[config.mk]
export PLATFORM = sky130hd
export DESIGN_NAME = prog_launcher
export DESIGN_NICKNAME = d
export VERILOG_FILES = /design/src/rtl/prog_launcher.sv
export SDC_FILE = /design/constraint.sdc
export NUM_CORES = 1
export LEC_CHECK = 0
export CORE_UTILIZATION = 43
export CTS_CLUSTER_DIAMETER = 120
export DETAILED_ROUTE_END_ITERATION = 10
export GPL_TIMING_DRIVEN = 0
export PLACE_DENSITY = 0.8
export SLEW_MARGIN = 20
export SYNTH_ARGS = -nofsm -noshare
export SYNTH_HDL_FRONTEND = slang
export SYNTH_SLANG_ARGS = --single-unit
[constraint.sdc]
create_clock -name clk -period 2.3 [get_ports clk]
set_input_delay 0.46 -clock clk [delete_from_list [all_inputs] [get_ports clk]]
set_output_delay 0.46 -clock clk [all_outputs]
set_load 0.005 [all_outputs]
[src/rtl/prog_launcher.sv]
// Loads a program image into data memory, launches the core, then streams back a result window.
// Latency: one write per accepted load byte, one-cycle req, readback one byte per two cycles minimum.
// Backpressure: ld_valid low stalls LOAD; rb_ready low holds rb_data/rb_valid; optional WAIT watchdog via LAUNCH_TIMEOUT_EN.
module prog_launcher #(
  parameter int         LOAD_LEN  = 8,
  parameter logic [7:0] READ_BASE = 8'h40,
  parameter int         READ_LEN  = 4,
  parameter int         TIMEOUT   = 4096
) (
  input  logic       clk,
  input  logic       reset,
  input  logic       start,
  input  logic       ld_valid,
  input  logic [7:0] ld_data,
  output logic       ld_ready,
  output logic       mem_wr_en,
  output logic [7:0] mem_addr,
  output logic [7:0] mem_wr_dat,
  input  logic [7:0] mem_rd_dat,
  output logic       req,
  input  logic       done,
  output logic       rb_valid,
  output logic [7:0] rb_data,
  input  logic       rb_ready,
  output logic       busy,
  output logic       finished,
  output logic       timed_out
);

  typedef enum logic [2:0] {IDLE, LOAD, LAUNCH, WAIT, RD_ADDR, RD_OUT, FINISH} state_t;

  // Nine-bit index so a length of 256 still reaches its last value.
  localparam logic [8:0] LOAD_LAST = 9'(LOAD_LEN - 1);
  localparam logic [8:0] READ_LAST = 9'(READ_LEN - 1);

  state_t     state, state_nxt;
  logic [8:0] idx, idx_nxt;
  logic [7:0] rb_q, rb_nxt;
  logic       wait_first, wait_first_nxt;

`ifdef LAUNCH_TIMEOUT_EN
  localparam int CW = (TIMEOUT > 1) ? $clog2(TIMEOUT) : 1;
  localparam logic [CW-1:0] WAIT_LAST = CW'(TIMEOUT - 1);

  logic [CW-1:0] wait_cnt;
  logic          timeout_hit;
  logic          tout_q;

  // Count WAIT cycles, restarting from zero on every entry into WAIT.
  always_ff @(posedge clk) begin
    if (reset)                wait_cnt <= '0;
    else if (state == LAUNCH) wait_cnt <= '0;
    else if (state == WAIT)   wait_cnt <= wait_cnt + 1'b1;
  end

  // Sticky watchdog flag: cleared by a new start, set when WAIT expires.
  always_ff @(posedge clk) begin
    if (reset)                      tout_q <= 1'b0;
    else if (state == IDLE && start) tout_q <= 1'b0;
    else if (timeout_hit)            tout_q <= 1'b1;
  end

  assign timed_out = reset ? 1'b0 : tout_q;
`else
  assign timed_out = 1'b0;
`endif

  // State, index, capture register and stale-done guard.
  always_ff @(posedge clk) begin
    if (reset) begin
      state      <= IDLE;
      idx        <= '0;
      rb_q       <= '0;
      wait_first <= 1'b0;
    end else begin
      state      <= state_nxt;
      idx        <= idx_nxt;
      rb_q       <= rb_nxt;
      wait_first <= wait_first_nxt;
    end
  end

  assign rb_data = reset ? 8'h00 : rb_q;

  // Next-state and output decode; reset forces every output low in its own cycle.
  always_comb begin
    state_nxt      = state;
    idx_nxt        = idx;
    rb_nxt         = rb_q;
    wait_first_nxt = 1'b0;
    busy           = 1'b0;
    ld_ready       = 1'b0;
    mem_wr_en      = 1'b0;
    mem_addr       = 8'h00;
    mem_wr_dat     = 8'h00;
    req            = 1'b0;
    rb_valid       = 1'b0;
    finished       = 1'b0;
`ifdef LAUNCH_TIMEOUT_EN
    timeout_hit    = 1'b0;
`endif
    case (state)
      IDLE: begin
        if (start) begin
          state_nxt = LOAD;
          idx_nxt   = '0;
        end
      end
      LOAD: begin
        busy     = 1'b1;
        ld_ready = 1'b1;
        mem_addr = idx[7:0];
        if (ld_valid) begin
          mem_wr_en  = 1'b1;
          mem_wr_dat = ld_data;
          idx_nxt    = idx + 9'd1;
          if (idx == LOAD_LAST) state_nxt = LAUNCH;
        end
      end
      LAUNCH: begin
        busy           = 1'b1;
        req            = 1'b1;
        wait_first_nxt = 1'b1;
        state_nxt      = WAIT;
      end
      WAIT: begin
        busy = 1'b1;
        // A done left high from a previous run must not end this one.
        if (!wait_first && done) begin
          state_nxt = RD_ADDR;
          idx_nxt   = '0;
        end
`ifdef LAUNCH_TIMEOUT_EN
        else if (wait_cnt == WAIT_LAST) begin
          state_nxt   = FINISH;
          timeout_hit = 1'b1;
        end
`endif
      end
      RD_ADDR: begin
        busy      = 1'b1;
        mem_addr  = READ_BASE + idx[7:0];
        rb_nxt    = mem_rd_dat;
        state_nxt = RD_OUT;
      end
      RD_OUT: begin
        busy     = 1'b1;
        rb_valid = 1'b1;
        if (rb_ready) begin
          if (idx == READ_LAST) begin
            state_nxt = FINISH;
          end else begin
            idx_nxt   = idx + 9'd1;
            state_nxt = RD_ADDR;
          end
        end
      end
      FINISH: begin
        busy      = 1'b1;
        finished  = 1'b1;
        state_nxt = IDLE;
      end
      default: state_nxt = IDLE;
    endcase
    if (reset) begin
      busy       = 1'b0;
      ld_ready   = 1'b0;
      mem_wr_en  = 1'b0;
      mem_addr   = 8'h00;
      mem_wr_dat = 8'h00;
      req        = 1'b0;
      rb_valid   = 1'b0;
      finished   = 1'b0;
    end
  end

endmodule
## Word-level counts from Yosys, hierarchy flattened

Index checks and enable logic that the tools add are counted.

| storage, ports and cells | value |
|---|---|
| flip-flop bits (word level) | 21 |
| bits in latches | 0 |
| bits in read-only memories | 0 |
| output and inout port bits | 31 |
| bits in writable memories | 0 |
| input bits | 22 |
| memories kept | 0 |

| cells by class | value |
|---|---|
| equal/unequal tests | 14 |
| divide/modulo/power cells | 0 |
| reductions and logical operators | 7 |
| add/sub/neg operators | 2 |
| order comparisons | 0 |
| mux-type cells | 32 |
| shifts and indexed selects | 0 |
| $mul | 0 |
| bitwise logic cells | 0 |

Operators with widths:

| kind | count |
|---|---|
| two-way mux 9 bit | 5 |
| two-way mux 8 bit | 5 |
| case mux 9 bit (4 select lines) | 1 |
| case mux 3 bit (6 select lines) | 1 |
| case mux 8 bit (2 select lines) | 1 |
| two-way mux 3 bit | 5 |
| two-way mux 1 bit | 13 |
| != test 2 bit (second input constant) | 6 |
| adder 9 x 1 -> 9 bit (second input constant) | 1 |
| equality test 3 bit (second input constant) | 3 |
| equality test 9 x 2 -> 1 bit (second input constant) | 1 |
| equality test 9 x 3 -> 1 bit (second input constant) | 1 |
| adder 7 x 8 -> 8 bit (first input constant) | 1 |
| equality test 3 x 2 -> 1 bit (second input constant) | 2 |
| AND reduction 6 bit | 1 |
| OR reduction 6 bit | 1 |
| AND reduction 5 bit | 1 |
| nonzero test 4 bit | 1 |
| equality test 3 x 1 -> 1 bit (second input constant) | 1 |
| zero test 3 bit | 1 |
| two-way mux 2 bit | 1 |
| logical AND 1 bit | 1 |
| zero test 1 bit | 1 |

## Depth between registers and ports, before layout

| logic depth | value |
|---|---|
| depth in word-level cells | 4 |
| mapped depth | 7 |
| depth with buffers taken out | 7 |

## Least setup slack after synthesis

Ideal clock, no wire load.

| path | value |
|---|---|
| kind | register to output |
| start | register state[0] |
| end | output port mem_addr[0] |
| data arrival time | 1.293 ns |
| stages on the path, launching flop included | 5 |
| path buffers | 1 |
| slack | 0.547 ns |
| data required time | 1.840 ns |
| cell sequence | dfxtp_1 -> buf_2 -> nand2b_1 -> a211oi_1 -> and2_1 |

| on the way | value |
|---|---|
| cells in the longest elaborated chain, start to end | 3 |
| elaborated cells between the ends (all ways) | 4 |
| classes of those cells | eq/ne (2); mux (2) |

RTL lines:

| element | line | source |
|---|---|---|
| from (decl) | 36 | `state_t state, state_nxt;` |
| from (signal assigned) | 76 | `state <= state_nxt;` |
| equality test 3 bit or equality test 3 x 1 -> 1 bit (tied branches) | 102 | `case (state)` |
| case mux 8 bit (2 select lines) (*) | 102 |  |
| two-way mux 8 bit (*) | 165 | `if (reset) begin` |
| to (decl) | 17 | `output logic [7:0] mem_addr,` |

Every way passes the cells marked *; elsewhere a longest branch is shown, timed or not.

## Final worst setup path

| path | value |
|---|---|
| start | register state[2] |
| end | output port mem_wr_dat[2] |

| on the way | value |
|---|---|
| cells in the longest elaborated chain, start to end | 3 |

RTL lines:

| element | line | source |
|---|---|---|
| equality test 3 x 1 -> 1 bit | 102 |  |
| two-way mux 8 bit | 102 |  |
| two-way mux 8 bit | 165 |  |
| to (decl) | 18 | `output logic [7:0] mem_wr_dat,` |

No other way between the ends.

==> results.toml <==
[layout]
fin_cells = 261
antenna_cells = 0
drive_gt1_share_pct = 18.3
fill_cells = 233
nNetsFinal = 256
area_delta_synth_final_pct = 54.9

[setup_path]
crit_path_end_kind = "output port"
path_max_fanout = 10
worstSetupPathType = "register to output port"
required_ns = 1.84
arrival_ns = 1.78
slowest_delay_ns = 0.36
cpMaxStageDelayCell = "dfxtp_2"
start_kind = "register"
cp_cell_sequence = "buf_6 > nand2b_4 > nor3_4 > buf_4 > and3_1 > dlygate4sd2_1"

[logic_synthesis]
synth-main-ff-cell = "dfxtp_1"
synth_seq_cells = 21
ys_top_cells_by_area = "dfxtp_1 (32%), o22a_1 (6.0%), and3_1 (5.7%)"
syn_nets = 190
yosys.area.top_type = "dfxtp_1"
synthCells = 165
seq_area_frac_synth_pct = 31.8
netlist_area_sq_um = 1320
yosys_warnings = 0
synth-edff-count = 0
syn_area_per_cell_sq_um = 8.02
async_reset_ff_share_pct = 0
synth.top_cell.area_share_pct = 31.8
ys_types = 41

[clock_network]
clk_latency_ns = 0.33
cts_buffers = 3
root_buffer = "clkbuf_4"
cts.path.max_buffers = 2
cts_tree = "done"
cts-hold-fix-buffers = 0
htreeDepth = 1
clk_pin_slew_ns = 0.13
cts_sinks = 21

[sta]
tns_ns = 0
fin_crit_sh_pct = 97.2
fmaxAchievable_mhz = 447
hold_ws_ns = 0.518
slew_headroom_pct = 65.2
setup_slack_ns = 0.0639
skew_ns = 0.00743
setup_viol = 0
drv_slew = 0
finalHoldViolCount = 0
tightest_slew_ns = 0.521
min_period_ns = 2.24

[floorplan]
die_x_um = 57.5
io_pins = 53
start_util_pct = 46.7
num_rows = 19
coreArea_sq_um = 2830
die_h_um = 57.5
die_area_sq_um = 3300

[route]
drtAntennaViolNets = 0
drtIter0Drc = 63
post_drt_via_cell_ratio = 5.88
avgRoutedWirePerCell_um = 16.1
drc = 2
dr.pass1.iters = 7
vias = 1534
finalWirelength_um = 4210

[power]
power.leakage_nw = 0.921
power.density_nw_per_um2 = 429
fin_total_pwr_mw = 0.879
ir_worst_vdd_mv = 0.340

[global_route]
grt_max_degree = 13
grt_antenna_before_repair = 0
grt_overflow = 0
grt_pass1_wl_um = 6660
grt_pass1_vias = 1427
grt_usage_pct = 25.7

[job]
cap_viol_max_count = 0

[status]
outcome = "finished, violations left"
violations = "DRC"

[min_path]
hold_class = "register to register"

[placement]
hpwlAfterDp_um = 2860
place_ws_ns = -0.688
portBuffers = 51
routabilityCongestion = 0.870
placed_cells = 247
state kept, by name, summed over array words and instances (netlist names):
signal and count:
wait_first 1, state 3, idx 9, rb_q 8
cells by family (layout without fill, tap and decap cells):
group                    Yosys count  in the layout  synth area share, %
multiplexers                       1              1                0.757
adder cells (fa/ha/maj)            3              3                 2.84
flip-flops                        21             21                 31.8
AO/OA/AOI/OAI                     38             38                 22.9
AND/OR/NAND/NOR                   82             83                 35.0
buffers and inverters             19             83                 6.43
other                              1              1                0.284
layer usage:
layer | share of wire, % | wire [um] | global-route usage [%] | up-vias
met5 | 0 | 0 | 0 | -
li1 | - | - | - | 731
met2 | 50 | 2090 | 44.0 | 69
met3 | 7.4 | 313 | 4.08 | 6
met1 | 42 | 1760 | 33.2 | 728
met4 | 1.1 | 48 | 7.67 | 0
report_power, final:
group	switching [mW]	internal [mW]	total (mW)	leakage, nW
Clock	0.132	0.0653	0.198	0.0177
Combinational	0.159	0.144	0.303	0.731
Sequential	0.00687	0.371	0.378	0.172
critical path: cells and delay by family, from the launching register on:
family                 cells  cell delay, ns
and+or+nand+nor            3            0.57
buffers and inverters      3            0.53
DFF                        1            0.36
path summary, 6_finish.rpt:
path,slack [ns],end,cells after the start,startpoint
worst min-delay path,0.52,idx[8],1,idx[8]
worst max-delay path,0.06,mem_wr_dat[2],6,state[2]
worst max register to register,0.46,idx[7],6,idx[0]
worst min register to register,0.52,idx[8],1,idx[8]
area by class of cell:
cell class,instances,area [sq um],share of cell area [%]
clock inverter,1,5.00,0.244
sequential,21,430,21.0
clock buffer,3,22.5,1.10
timing repair buffer,61,563,27.5
inverter,9,37.5,1.83
multi-input combinational,126,880,42.9
buffer,9,71.3,3.48
tap,31,38.8,1.89
per-stage QoR:
step	area [sq um]	util [%]
global placement	1870	66.2
global route	2050	72.4
CTS	2020	71.3
detailed placement	1870	66.2
finish	2050	72.4
floorplan	1320	-
cells in the mapped netlist (2+ instances only):
cell,number
o31ai_1,3
nor2_1,16
o21ai_0,2
o311ai_1,4
nand2_1,9
ha_1,3
nor3_1,7
nand3_1,5
clkbuf_1,5
inv_1,9
a31oi_1,5
nand4_1,2
nor2b_1,10
a21oi_1,4
and3_1,12
dfxtp_1,21
buf_2,2
buf_4,3
a311oi_1,2
o22a_1,9
nand2b_1,5
and2_1,8
placed cells by master, fill, tap and decap left out, types with 2 or more instances in the layout:
master,instances
nand3_1,5
nor2_1,16
nand2b_1,3
buf_2,2
clkdlybuf4s50_1,30
nand4_1,2
o31ai_1,3
buf_4,13
o21ai_0,2
dlygate4sd2_1,18
dfxtp_1,17
dlymetal6s2s_1,2
inv_1,8
a311oi_1,2
clkbuf_4,5
nand2b_4,2
and2_1,7
nor3_2,2
o311ai_1,4
nor3_4,2
and3_1,12
nor2b_1,10
dfxtp_2,2
nand2_1,9
a31oi_1,5
a21oi_1,4
nor3_1,5
ha_1,3
o22a_1,9
dfxtp_4,2
what timing repair did:
item	CTS	global route
cloned	1	0
pin swaps	8	2
buffers inserted	6	4
hold endpoints to repair	0	0
gates resized for setup	46	5
endpoints found under the setup margin	28	7
(Power assumes the default switching activity.)
==> RTL change, RTL diff (same settings) <==
Take the reset off `rb_q` and load it in a clocked block of its own.
--- a/src/rtl/prog_launcher.sv
+++ b/src/rtl/prog_launcher.sv
@@ -70,14 +70,16 @@
     if (reset) begin
       state      <= IDLE;
       idx        <= '0;
-      rb_q       <= '0;
       wait_first <= 1'b0;
     end else begin
       state      <= state_nxt;
       idx        <= idx_nxt;
-      rb_q       <= rb_nxt;
       wait_first <= wait_first_nxt;
     end
+  end
+
+  always_ff @(posedge clk) begin
+    rb_q <= rb_nxt;
   end
 
   assign rb_data = reset ? 8'h00 : rb_q;
Check against the original RTL: same outputs for any inputs over 10 cycles, from zero or initial values and one cycle with reset high; that may be too few to reach the edited logic, so the function may still have changed.
==> RTL change against the original RTL <==
The run ends with setup timing left. Synthesized area rose by 2.9%. Worst setup slack lost 0.097 ns. Sequential cell count unchanged. Final area rose by 1.7%. Wire length down 4.7%. Clock skew fell by 0.0047 ns. Via count is 6.8% lower. Critical endpoint is now mem_addr[7]. Highest routed layer unchanged.
Power is not compared: it rests on default switching activity, and its combinational part moved more than twofold at a synthesized area within 25%.
==> RTL change: results (changes against the original RTL) <==
status finished, violations left (unchanged); violated checks setup timing (was DRC); vias in the first global route 1398 (was 1427); TritonCTS Buffers 3 (unchanged); final worst setup slack -0.0331 ns (was 0.0639 ns); post-DP HPWL 2.89 mm (was 2.86 mm); metal2 WL 2.02 mm (was 2.09 mm); Fillers 248 (was 233); Setup Skew 0.00269 ns (was 0.00743 ns); max layer used met4 (unchanged); Tot GR Track Use 23.6% (was 25.7%); first-pass GRT wire length 6.17 mm (was 6.66 mm); synth unique cells 42 (was 41); syn nets 181 (was 190); Arrival @ worst endpoint 1.87 ns (was 1.78 ns); final wirelength 4.01 mm (was 4.21 mm); Setup-failing EPs final 1 (was 0); share of post-route cells with drive strength above 1 28.0% (was 18.3%); CP max FO 5 (was 10); post-synthesis sequential area ratio 36.8% (was 31.8%); compound-cell area share of the yosys netlist 15.2% (was 22.9%); M1 WL 1.63 mm (was 1.76 mm); DR iter-0 viols 59 (was 63); # nets final 249 (was 256); synth cell count leaders dfxtp_1, and3_1, nor2_1, nor2b_1, inv_1 (was dfxtp_1, nor2_1, and3_1, nor2b_1); met3 routed WL 294 um (was 313 um); top post-synthesis cells by area dfxtp_1, edfxtp_1, ha_1 (was dfxtp_1, o22a_1, and3_1); Placer Congestion 0.855 (was 0.870)
RTL change: metrics by stage:
step / area, um^2 / setup slack (ns) / hold WS [ns] / TNS [ns] / cells
6_report: 2080 / -0.0331 / 0.516 / -0.0331 / 262
5_1_grt: 2080 / -0.131 / 0.531 / -0.155 / 262
4_1_cts: 2090 / -0.158 / 0.519 / -0.247 / 261
3_5_place_dp: 1930 / -0.508 / 0.501 / -7.52 / 246
3_3_place_gp: 1930 / -0.447 / 0.472 / -5.94 / 246
2_1_floorplan: 1360 / 0.370 / 0.453 / 0 / 151
RTL change: path summary, 6_finish.rpt:
check / start / end / slack, ns / cells past startpoint
worst min-delay path: idx[1] / idx[1] / 0.52 / 2
worst min register to register: idx[1] / idx[1] / 0.52 / 2
worst max register to register: idx[6] / idx[5] / 0.34 / 7
worst max-delay path: state[0] / mem_addr[7] / -0.03 / 7
RTL change: cell families after synthesis:
group | Yosys count
and+or+nand+nor | 74
AOI/OAI and AO/OA | 30
DFF | 21
buffers and inverters | 15
adders and majority gates | 8
muxes | 2
other | 1
RTL change: timing repair:
item	CTS	global route
hold endpoints to repair	0	0
setup buffers	10	3
cloned	1	0
pin swaps	5	5
setup endpoints to repair	28	16
resized for setup	47	40
RTL change: where the power goes:
group	total (mW)	internal (mW)	switching, mW
logic	0.919	0.452	0.467
registers	0.467	0.429	0.0383
clock network	0.185	0.0650	0.120
total	1.57	0.946	0.625
RTL change: final cells by class:
cell class	count	share of cell area [%]
sequential	21	24.3
buffer	5	1.80
inverter	10	2.04
multi-input combinational	116	41.5
clock buffer	3	1.08
clock inverter	1	0.240
timing repair buffer	62	26.4
tap	44	2.64
RTL change: critical path, stage by stage, from the launching register on:
cell	delay, ns
dfxtp_4	0.39
inv_1	0.09
ha_2	0.25
nand2_4	0.10
inv_4	0.06
nand2_1	0.04
a21oi_1	0.11
clkdlybuf4s50_1	0.52
RTL change: per-layer routing:
layer  vias to the layer above  global-route usage [%]
li1                        677                       -
met1                       663                    28.9
met2                        83                    41.2
met3                         7                    4.91
met4                         0                    7.82
met5                         -                       0
